`config.mk`:
```
export PLATFORM = sky130hd
export DESIGN_NAME = ac_motor_triangle_gen
export DESIGN_NICKNAME = d
export VERILOG_FILES = /design/src/rtl/ac_motor_triangle_gen.sv
export SDC_FILE = /design/constraint.sdc
export NUM_CORES = 1
export LEC_CHECK = 0
export CORE_MARGIN = 4
export CORE_UTILIZATION = 25
export DETAILED_ROUTE_END_ITERATION = 7
export GPL_ROUTABILITY_DRIVEN = 1
export SLEW_MARGIN = 30
export SYNTH_ARGS = -nofsm -noshare
export SYNTH_HDL_FRONTEND = slang
export SYNTH_SLANG_ARGS = --single-unit
```
`constraint.sdc`:
```
create_clock -name clk -period 16.99 [get_ports clk]
set_clock_uncertainty 0.1 [all_clocks]
set_input_delay 3.398 -clock clk [delete_from_list [all_inputs] [get_ports clk]]
set_output_delay 3.398 -clock clk [all_outputs]
set_load 0.01 [all_outputs]
```
`src/rtl/ac_motor_triangle_gen.sv`:
```
// ac_motor_triangle_gen: multi-channel phase-shifted triangle carrier for the PWM comparators.
// Shadowed half-period and per-channel phase offsets are applied at the trough,
// with peak/trough sync pulses and a lock flag.
// Optional macro AC_MOTOR_TRIANGLE_SYNC_EN adds the sync_in trough-forcing input.
module ac_motor_triangle_gen #(
    parameter int unsigned WIDTH     = 24,
    parameter int unsigned PERIOD_W  = 12,
    parameter int unsigned CHANNELS  = 3,
    parameter int unsigned P_DEFAULT = 1000
) (
    input  logic                               clk,
    input  logic                               reset_n,
    input  logic                               enable,
    input  logic [PERIOD_W-1:0]                period_in,
    input  logic [CHANNELS*(PERIOD_W+2)-1:0]   phase_in,
    input  logic                               period_load,
`ifdef AC_MOTOR_TRIANGLE_SYNC_EN
    input  logic                               sync_in,
`endif
    output logic [CHANNELS*WIDTH-1:0]          triangle,
    output logic                               top,
    output logic                               bottom,
    output logic                               lock
);

    localparam int unsigned PW = PERIOD_W + 2;  // position / offset width
    localparam int unsigned SW = PERIOD_W + 3;  // position + offset sum width
    localparam int unsigned CW = PERIOD_W + 4;  // signed sample compute width

    logic [PW-1:0]                    pos;
    logic [PERIOD_W-1:0]              p_act;
    logic [CHANNELS-1:0][PW-1:0]      off;
    logic [PERIOD_W-1:0]              sh_p;
    logic [CHANNELS*PW-1:0]           sh_ph;
    logic                             pending;

    logic [PW-1:0]                    four_p_c;
    logic                             p_zero_c;
    logic                             at_end_c;
    logic                             sync_c;
    logic                             wrap_c;
    logic                             apply_c;
    logic [CHANNELS-1:0][PW-1:0]      ph_c;
    logic [CHANNELS-1:0][WIDTH-1:0]   samp_c;
    logic [CHANNELS-1:0][PW-1:0]      off_nx_c;
    logic [PW-1:0]                    pos_nx_c;
    logic [CHANNELS*WIDTH-1:0]        tri_nx_c;
    logic                             top_nx_c;
    logic                             bottom_nx_c;
    logic                             lock_nx_c;

`ifdef AC_MOTOR_TRIANGLE_SYNC_EN
    assign sync_c = sync_in;
`else
    assign sync_c = 1'b0;
`endif

    // Trough / apply event decode
    always_comb begin
        four_p_c = {p_act, 2'b00};
        p_zero_c = (p_act == '0);
        at_end_c = (pos == four_p_c - PW'(1));
        wrap_c   = enable && !p_zero_c && (at_end_c || sync_c);
        apply_c  = pending && !period_load && (p_zero_c || !enable || wrap_c);
    end

    // Per-channel phase and triangle sample mapping
    always_comb begin : phase_map
        logic [SW-1:0]        sum;
        logic signed [CW-1:0] pv;
        logic signed [CW-1:0] pp;
        logic signed [CW-1:0] val;
        ph_c   = '0;
        samp_c = '0;
        sum    = '0;
        pv     = '0;
        pp     = '0;
        val    = '0;
        for (int k = 0; k < int'(CHANNELS); k++) begin
            sum = SW'(pos) + SW'(off[k]);
            if (sum >= SW'(four_p_c)) begin
                sum = sum - SW'(four_p_c);
            end
            ph_c[k] = PW'(sum);
            pv = signed'(CW'(ph_c[k]));
            pp = signed'(CW'(p_act));
            if (ph_c[k] < PW'({p_act, 1'b0})) begin
                val = pv - pp;
            end else begin
                val = (pp + pp + pp) - pv;
            end
            samp_c[k] = p_zero_c ? '0 : WIDTH'(val);
        end
    end

    // Shadow offsets, clamped against the incoming half-period
    always_comb begin
        off_nx_c = '0;
        for (int k = 0; k < int'(CHANNELS); k++) begin
            if (sh_ph[k*PW +: PW] >= {sh_p, 2'b00}) begin
                off_nx_c[k] = '0;
            end else begin
                off_nx_c[k] = sh_ph[k*PW +: PW];
            end
        end
    end

    // Next position, output samples, sync pulses and lock
    always_comb begin
        pos_nx_c    = pos;
        tri_nx_c    = triangle;
        top_nx_c    = 1'b0;
        bottom_nx_c = 1'b0;
        lock_nx_c   = lock;

        if (apply_c || p_zero_c) begin
            pos_nx_c = '0;
        end else if (enable) begin
            pos_nx_c = wrap_c ? '0 : pos + PW'(1);
        end

        if (p_zero_c) begin
            tri_nx_c = '0;
        end else if (enable) begin
            tri_nx_c    = samp_c;
            top_nx_c    = (ph_c[0] == PW'({p_act, 1'b0}));
            bottom_nx_c = (ph_c[0] == '0);
        end

        if (period_load || p_zero_c) begin
            lock_nx_c = 1'b0;
        end else if (wrap_c) begin
            if (!at_end_c) begin
                lock_nx_c = 1'b0;
            end else if (!pending) begin
                lock_nx_c = 1'b1;
            end
        end
    end

    // State and output registers
    always_ff @(posedge clk or negedge reset_n) begin
        if (!reset_n) begin
            pos      <= '0;
            p_act    <= PERIOD_W'(P_DEFAULT);
            off      <= '0;
            sh_p     <= '0;
            sh_ph    <= '0;
            pending  <= 1'b0;
            triangle <= '0;
            top      <= 1'b0;
            bottom   <= 1'b0;
            lock     <= 1'b0;
        end else begin
            if (period_load) begin
                sh_p    <= period_in;
                sh_ph   <= phase_in;
                pending <= 1'b1;
            end else if (apply_c) begin
                pending <= 1'b0;
            end
            if (apply_c) begin
                p_act <= sh_p;
                off   <= off_nx_c;
            end
            pos      <= pos_nx_c;
            triangle <= tri_nx_c;
            top      <= top_nx_c;
            bottom   <= bottom_nx_c;
            lock     <= lock_nx_c;
        end
    end

endmodule

```
==> results.cfg, run 1 <==
[clocking]
post_cts_resized = 0
cts_tree = built
root_buffer = clkbuf_16
cts_sinks = 173
cts_made_buffers = 17
cts_max_level = 4
ctsHoldBuffers = 0
clk_latency_ns = 0.46
clkTransAtPathRegs_ns = 0.08
cts_buffer_depth = 2
cts_setup_buffers = 0

[route]
met1_length_mm = 26.70
met3WireLength_mm = 4.090
ant_nets = 0
highest_layer = met4
vias_per_cell = 4.909
wl_mm = 52.45
drtPass1Iterations = 5
wire_per_inst_um = 17.53
wl_met2_mm = 21.07
drtIter0Drc = 1332
drcViolationCount = 0
vias = 14684

[setup_path]
r2r-end = triangle[70]
critical_path.slowest_cell = a2111oi_0
rrSetupSlack_ns = 8.98
worstSetupPathType = reg2reg
r2r_cells = 33
slowest_delay_ns = 0.66
crit_required_ns = 17.24
critPathMaxFanout = 30
start_kind = flop
endpoint_kind = flop
arrival_ns = 8.26
worstSetupEndpoint = triangle[70]
crit_start = pos[0]
r2r-start = pos[0]

[layout]
fin_nets = 2429
mostFrequentLayoutCells = ha_1 (252), nand2_1 (192), o21ai_0 (189)
layout_commonest_cell = ha_1
diodes = 0
drive_above_1_share = 0.07318
final_area_mm2 = 0.01990
areaGrowthSynthToFinish_pct = 16.12

[yosys]
synthTopCellsByArea = dfrtp_1 (24%), ha_1 (18%), o21ai_0 (5.5%), xnor2_1 (4.7%), nand2_1 (4.2%)
ys_seq_area_frac = 0.2530
syn_nets = 2331
syn_inst = 2008
synth_flop_cell = dfrtp_1
synth_area_mm2 = 0.01714
synth_edf_count = 0
synth_warnings = 0
ys_types = 90
async_reset_ff_frac = 1.000
syn_area_per_cell_um2 = 8.535
yosys.area.top_type = dfrtp_1
synth_top_area_frac = 0.2438
synth-seq-cells = 173

[grt]
gr-total-overflow = 0
grt_usage = 0.1413
grt_pass1_wl_mm = 81.43
grt_max_degree = 78
grt_pass1_vias = 13846
antenna_found_initial = 0

[sta]
hold_viol_final = 0
finalSetupTns_ns = 0
tightestPinTransition_ns = 0.9507
slew_headroom = 0.3619
rsz0062_at_grt = no
slew_violations = 0
fmax_mhz = 124.8
setup_viol = 0
whs_ns = 0.3917
fin_crit_ns = 8.014
fin_crit_sh = 0.4717

[floorplanning]
rows = 95
initial_core_util = 0.2539
die_h_um = 269.8
dieArea_mm2 = 0.07281
ioPinCount = 133
core-area_mm2 = 0.06751
die_w_um = 269.8

[placement]
globalplace.congestion = 0.8959
port_buffers = 132
hpwl_mm = 41.46
placed_cell_area_mm2 = 0.01933

[hold_path]
hold_path_class = reg2reg

[flow_run]
cap_violations = 0

[status]
status = finished, final reports clean
flip-flops by register name, indices dropped and copies added, names as in the netlist:
signal    count
triangle     47
off          42
sh_ph        42
pos          14
p_act        12
sh_p         12
bottom        1
lock          1
pending       1
top           1
logic make-up after synthesis:
logic type	after synthesis	share of synthesized area
compound gates	577	0.2158
simple gates	535	0.1457
fa+ha+maj	270	0.2023
buf+inv	229	0.05804
flops	173	0.2530
xor+xnor	135	0.06943
mux	89	0.05570
cell usage after synthesis (4+ instances only):
cell type and instances:
dfstp_2 6, a2111oi_0 6, nor4_1 8, o31a_1 5, nor2_1 133, o21ai_1 4, and2_1 6, mux2i_1 38
o21ai_0 190, nand4_1 20, or2_2 7, a32o_1 15, or3_1 12, a21boi_0 32, nor3b_1 6, nor2b_1 24
and3_1 17, o31ai_1 13, buf_4 25, o22ai_1 4, a21o_1 52, nand3_1 41, xor2_1 42, inv_1 151
o211ai_1 10, mux2_2 51, a32oi_1 4, o21bai_1 23, xnor2_1 92, ha_1 252, a211oi_1 13, a31oi_1 16
nand2_1 192, fa_1 13, o21a_1 26, dfrtp_1 167, nand2b_1 28, clkbuf_1 42, nor3_1 24, a21oi_1 117
critical path, delay by kind of cell (launching register included):
family          cells  cell delay (ns)
compound gates     20             4.28
buf+inv             2             0.42
simple gates        6             1.16
fa+ha+maj           4             1.19
flops               1             0.47
xor+xnor            1             0.26
worst min path at each step:
| stage | from | end | slack [ns] | cells past startpoint |
|---|---|---|---|---|
| floorplan | off[2] | off[2] | 0.35 | 2 |
| global route | off[30] | off[30] | 0.42 | 2 |
| global placement | off[32] | off[32] | 0.37 | 2 |
| finish | off[28] | off[28] | 0.39 | 2 |
| detailed placement | off[28] | off[28] | 0.38 | 2 |
| CTS | off[28] | off[28] | 0.39 | 2 |
stage by stage:
step / std cells / utilization / setup slack (ns)
final: 2991 / 0.2948 / 8.976
after global routing: 2991 / 0.2948 / 8.196
after CTS: 2991 / 0.2948 / 9.103
after detailed placement: 2960 / 0.2862 / 9.151
after global placement: 2960 / 0.2862 / 9.308
after floorplan: 2008 / - / 9.735
routing by layer:
layer	vias up	GRT usage
li1	7353	-
met1	6812	0.2162
met2	481	0.2048
met3	38	0.03065
met4	0	0.02310
met5	-	0
final cells by class:
cell class	count	area, µm²
clock inverters	11	128.9
well taps	873	1092
multi-input cells	1606	11830
fillers	7171	47610
flip-flops and latches	173	4337
inverters	152	570.5
repair buffers	156	1496
clock buffers	20	446.7
Power of run 1 is left out: the tool's default activity adds up to more than one toggle a clock period on the data nets, which glitch-free logic cannot reach.
==> inputs of run 2 (changes only) <==
- clock period: 16.99 -> 7.6 ns (I/O delays scaled with it)
==> run 2 against run 1 <==
Net effect: sequential cell count did not move; design area is 2.9% higher; first-iteration DRC count is 3.0% higher; critical path type unchanged; critical endpoint is now triangle[28].
==> results.cfg, run 2 (synthesis results as in run 1) <==
[sta]
slew_headroom = 0.2899
tightestPinTransition_ns = 1.058
setup_viol = 0
fin_crit_sh = 0.9635
whs_ns = 0.3886
fin_crit_ns = 7.322
slew_violations = 0
hold_viol_final = 0
finalSetupTns_ns = 0
fmax_mhz = 136.6

[setup_path]
rrSetupSlack_ns = 0.28
critical_path.slowest_cell = dfrtp_2
crit_start = pos[1]
arrival_ns = 7.53
crit_required_ns = 7.81
worst-path-buf-inv = 4
endpoint_kind = flop
worstSetupEndpoint = triangle[28]
slowest_delay_ns = 0.46
r2r_cells = 37
r2r-start = pos[1]
start_kind = flop
cp_top_family = compound AO/OA/AOI/OAI gates
path_depth = 37
critPathMostFrequentCell = a21o_1
worstSetupPathType = reg2reg
critPathMaxFanout = 5
r2r-end = triangle[28]

[route]
drtIter0Drc = 1372
vias = 15086
wl_mm = 54.18
drtPass1Iterations = 6
wire_per_inst_um = 17.79
vias_per_cell = 4.954
ant_nets = 0
drcViolationCount = 0

[hold_path]
hold_path_class = reg2reg

[floorplanning]
die_w_um = 269.8
initial_core_util = 0.2539
die_h_um = 269.8
core-area_mm2 = 0.06751
dieArea_mm2 = 0.07281
ioPinCount = 133
rows = 95

[grt]
grt_pass1_wl_mm = 82.94
top_usage_layer = met1
gr-usage-met3 = 0.02923
grt_usage = 0.1430
gr-total-overflow = 0
grtUsageMet1 = 0.2191
grt_max_degree = 71
antenna_found_initial = 0
grt_pass1_vias = 13999
grt_use_met2 = 0.2091

[status]
status = finished, final reports clean

[clocking]
cts_sinks = 173
clk_latency_ns = 0.45
root_buffer = clkbuf_16
cts_tree = built
cts_max_level = 4
clkTransAtPathRegs_ns = 0.08
cts_made_buffers = 17
cts_buffer_depth = 2

[layout]
drive_above_1_share = 0.1082
top_register = triangle
mostFrequentLayoutCells = ha_1 (252), nand2_1 (192), o21ai_0 (180)
fin_nets = 2482
final_cell_count_no_fill = 3045
layout_commonest_cell = ha_1
areaGrowthSynthToFinish_pct = 19.51
diodes = 0
final_util = 0.3034
largest_reg_flops = 47
reg_top3 = triangle x47, off x42, sh_ph x42

[placement]
dp_cells = 2992
port_buffers = 132
globalplace.congestion = 0.9330
hpwl_mm = 42.15

[flow_run]
cap_violations = 0
==> run 2: worst min path at each step <==
stage                        from       to  slack, ns  cells past startpoint
after floorplan            off[2]   off[2]       0.35                      2
after global placement    off[35]  off[35]       0.37                      2
after detailed placement  off[32]  off[32]       0.38                      2
after CTS                 off[32]  off[32]       0.39                      2
after global routing      off[30]  off[30]       0.43                      2
final                     off[32]  off[32]       0.39                      2
==> run 2: cell type report <==
cell class              count  area [µm²]
well taps                 873        1092
flip-flops and latches    173        4339
clock inverters            13       172.7
fillers                  7116       47030
repair buffers            209        1922
clock buffers              19       432.9
multi-input cells        1606       11950
inverters                 152       570.5
==> run 2: worst min-delay path, delay by kind of cell (launching register included) <==
| family | cells | cell delay (ns) |
|---|---|---|
| flip-flops | 1 | 0.35 |
| AND/OR/NAND/NOR | 1 | 0.05 |
| AO/OA/AOI/OAI | 1 | 0.06 |
==> run 2: per-stage QoR <==
stage	cell area [µm²]	setup WS [ns]
6_report	20480	0.2776
5_1_grt	20480	-0.1583
4_1_cts	20170	0.1329
3_5_place_dp	19560	0.1851
3_3_place_gp	19560	0.2408
2_1_floorplan	17140	0.3450
==> run 2: routing by layer <==
| metal | vias up | routed length [µm] |
|---|---|---|
| li1 | 7461 | - |
| met1 | 7054 | 27190 |
| met2 | 522 | 22120 |
| met3 | 49 | 4113 |
| met4 | 0 | 760 |
| met5 | - | 0 |
==> run 2: timing repair <==
item                                    4_1_cts  5_1_grt
hold buffers                                  0        0
gates resized for setup                       0       50
endpoints found under the hold margin         0        0
buffers inserted                              0       18
endpoints found under the setup margin        0       39
Power of run 2 is left out for the same reason.
==> inputs of run 3 (changes only) <==
- CTS_CLUSTER_DIAMETER: not set -> 80
- SLEW_MARGIN: 30 -> 20
==> run 3 against run 2 <==
Net effect: via count rose by 0.11%; wire length barely moved; first-iteration DRC count unchanged; register-to-register slack is essentially flat; core utilization hardly changed; highest routed layer unchanged; global-route usage did not move; setup slack got worse by 0.0036 ns; sequential cell count did not move; non-clock buffer count stayed put; final cell count did not move; largest cell class unchanged.
==> results.cfg, run 3 (synthesis results as in run 1) <==
[hold_path]
min_to = off[32]
worstHoldPathCells = 2
min_from = off[32]
hold_path_class = reg2reg

[placement]
globalplace.congestion = 0.9330
placed_cell_area_mm2 = 0.01956
port_buffers = 132
hpwl_mm = 42.15

[setup_path]
slowest_delay_ns = 0.46
worstSetupPathType = reg2reg
critical_path.slowest_cell = dfrtp_2
r2r-end = triangle[28]
r2r_cells = 37
critPathMaxFanout = 5
start_kind = flop
rrSetupSlack_ns = 0.27
arrival_ns = 7.54
crit_required_ns = 7.81
r2r-start = pos[1]
critPathMostFrequentCell = a21o_1
endpoint_kind = flop

[clocking]
cts_buffer_depth = 2
clk_latency_ns = 0.45
ctsHoldBuffers = 0
cts_sinks = 173
clkTransAtPathRegs_ns = 0.08
cts_max_level = 4
root_buffer = clkbuf_16
cts_made_buffers = 17
cts_tree = built

[sta]
fin_crit_sh = 0.9640
slew_violations = 0
tightestPinTransition_ns = 1.054
slew_headroom = 0.2927
setup_viol = 0
fmax_mhz = 136.5
fin_crit_ns = 7.326
hold_viol_final = 0

[layout]
mostFrequentLayoutCells = ha_1 (252), nand2_1 (192), o21ai_0 (180)
final_area_mm2 = 0.02048
largest_reg_flops = 47
diodes = 0
drive_above_1_share = 0.1082
fin_nets = 2482
reg_top3 = triangle x47, off x42, sh_ph x42
top_register = triangle
areaGrowthSynthToFinish_pct = 19.48
layout_commonest_cell = ha_1

[route]
vias_per_cell = 4.960
wire_per_inst_um = 17.79
vias = 15103
drtPass1Iterations = 6
drtIter0Drc = 1372
ant_nets = 0
drcViolationCount = 0
wl_mm = 54.17

[grt]
gr-total-overflow = 0
antenna_found_initial = 0
grt_usage = 0.1430
grt_pass1_vias = 13999
grt_pass1_wl_mm = 82.94
grt_max_degree = 71

[flow_run]
cap_violations = 0

[status]
status = finished, final reports clean

[floorplanning]
die_h_um = 269.8
rows = 95
core-area_mm2 = 0.06751
initial_core_util = 0.2539
dieArea_mm2 = 0.07281
die_w_um = 269.8
ioPinCount = 133
==> run 3: cell counts in the layout (fill, tap and decap cells not counted) <==
No cell type changed its count.
==> run 3: repair_timing <==
action,CTS,global route
buffers inserted,0,18
endpoints found under the setup margin,0,39
hold endpoints to repair,0,0
resized for setup,0,50
==> run 3: layout make-up <==
type	count	area, µm²
sequential	173	4339
tap	873	1092
timing repair buffer	209	1918
fill	7118	47040
inverter	152	570.5
multi-input combinational	1606	11950
clock buffer	19	432.9
clock inverter	13	172.7
==> run 3: worst max-delay path: cells and delay by family (launching register included) <==
kind,cells,cell delay [ns]
AOI/OAI and AO/OA,19,3.36
adders and majority gates,3,1.03
and+or+nand+nor,8,0.97
buffers and inverters,4,0.60
muxes,2,0.48
DFF,1,0.46
xor gates and xnor gates,1,0.16
==> run 3: worst max-delay path by stage <==
stage | slack, ns | start | to | cells past startpoint
after floorplan | 0.34 | pos[0] | triangle[27] | 37
after global placement | 0.24 | pos[0] | triangle[32] | 35
after detailed placement | 0.19 | pos[1] | triangle[23] | 33
after CTS | 0.13 | pos[1] | triangle[23] | 33
after global routing | -0.16 | pos[0] | triangle[28] | 37
final | 0.27 | pos[1] | triangle[28] | 37
==> run 3: metal layers <==
layer / up-vias / global-route usage / share of wire
met5: - / 0 / 0
li1: 7461 / - / -
met4: 0 / 0.02227 / 0.014
met1: 7076 / 0.2191 / 0.50
met3: 51 / 0.02923 / 0.075
met2: 515 / 0.2091 / 0.41
==> run 3: through the flow <==
stage               setup WS [ns]  hold WS (ns)  instances  TNS, ns  utilization
finish                     0.2740        0.3886       3045        0       0.3033
global route              -0.1583        0.4269       3045   -1.603       0.3033
CTS                        0.1329        0.3923       3024        0       0.2987
detailed placement         0.1851        0.3774       2992        0       0.2898
global placement           0.2408        0.3687       2992        0       0.2898
floorplan                  0.3450        0.3526       2008        0            -
Power of run 3 is left out for the same reason.
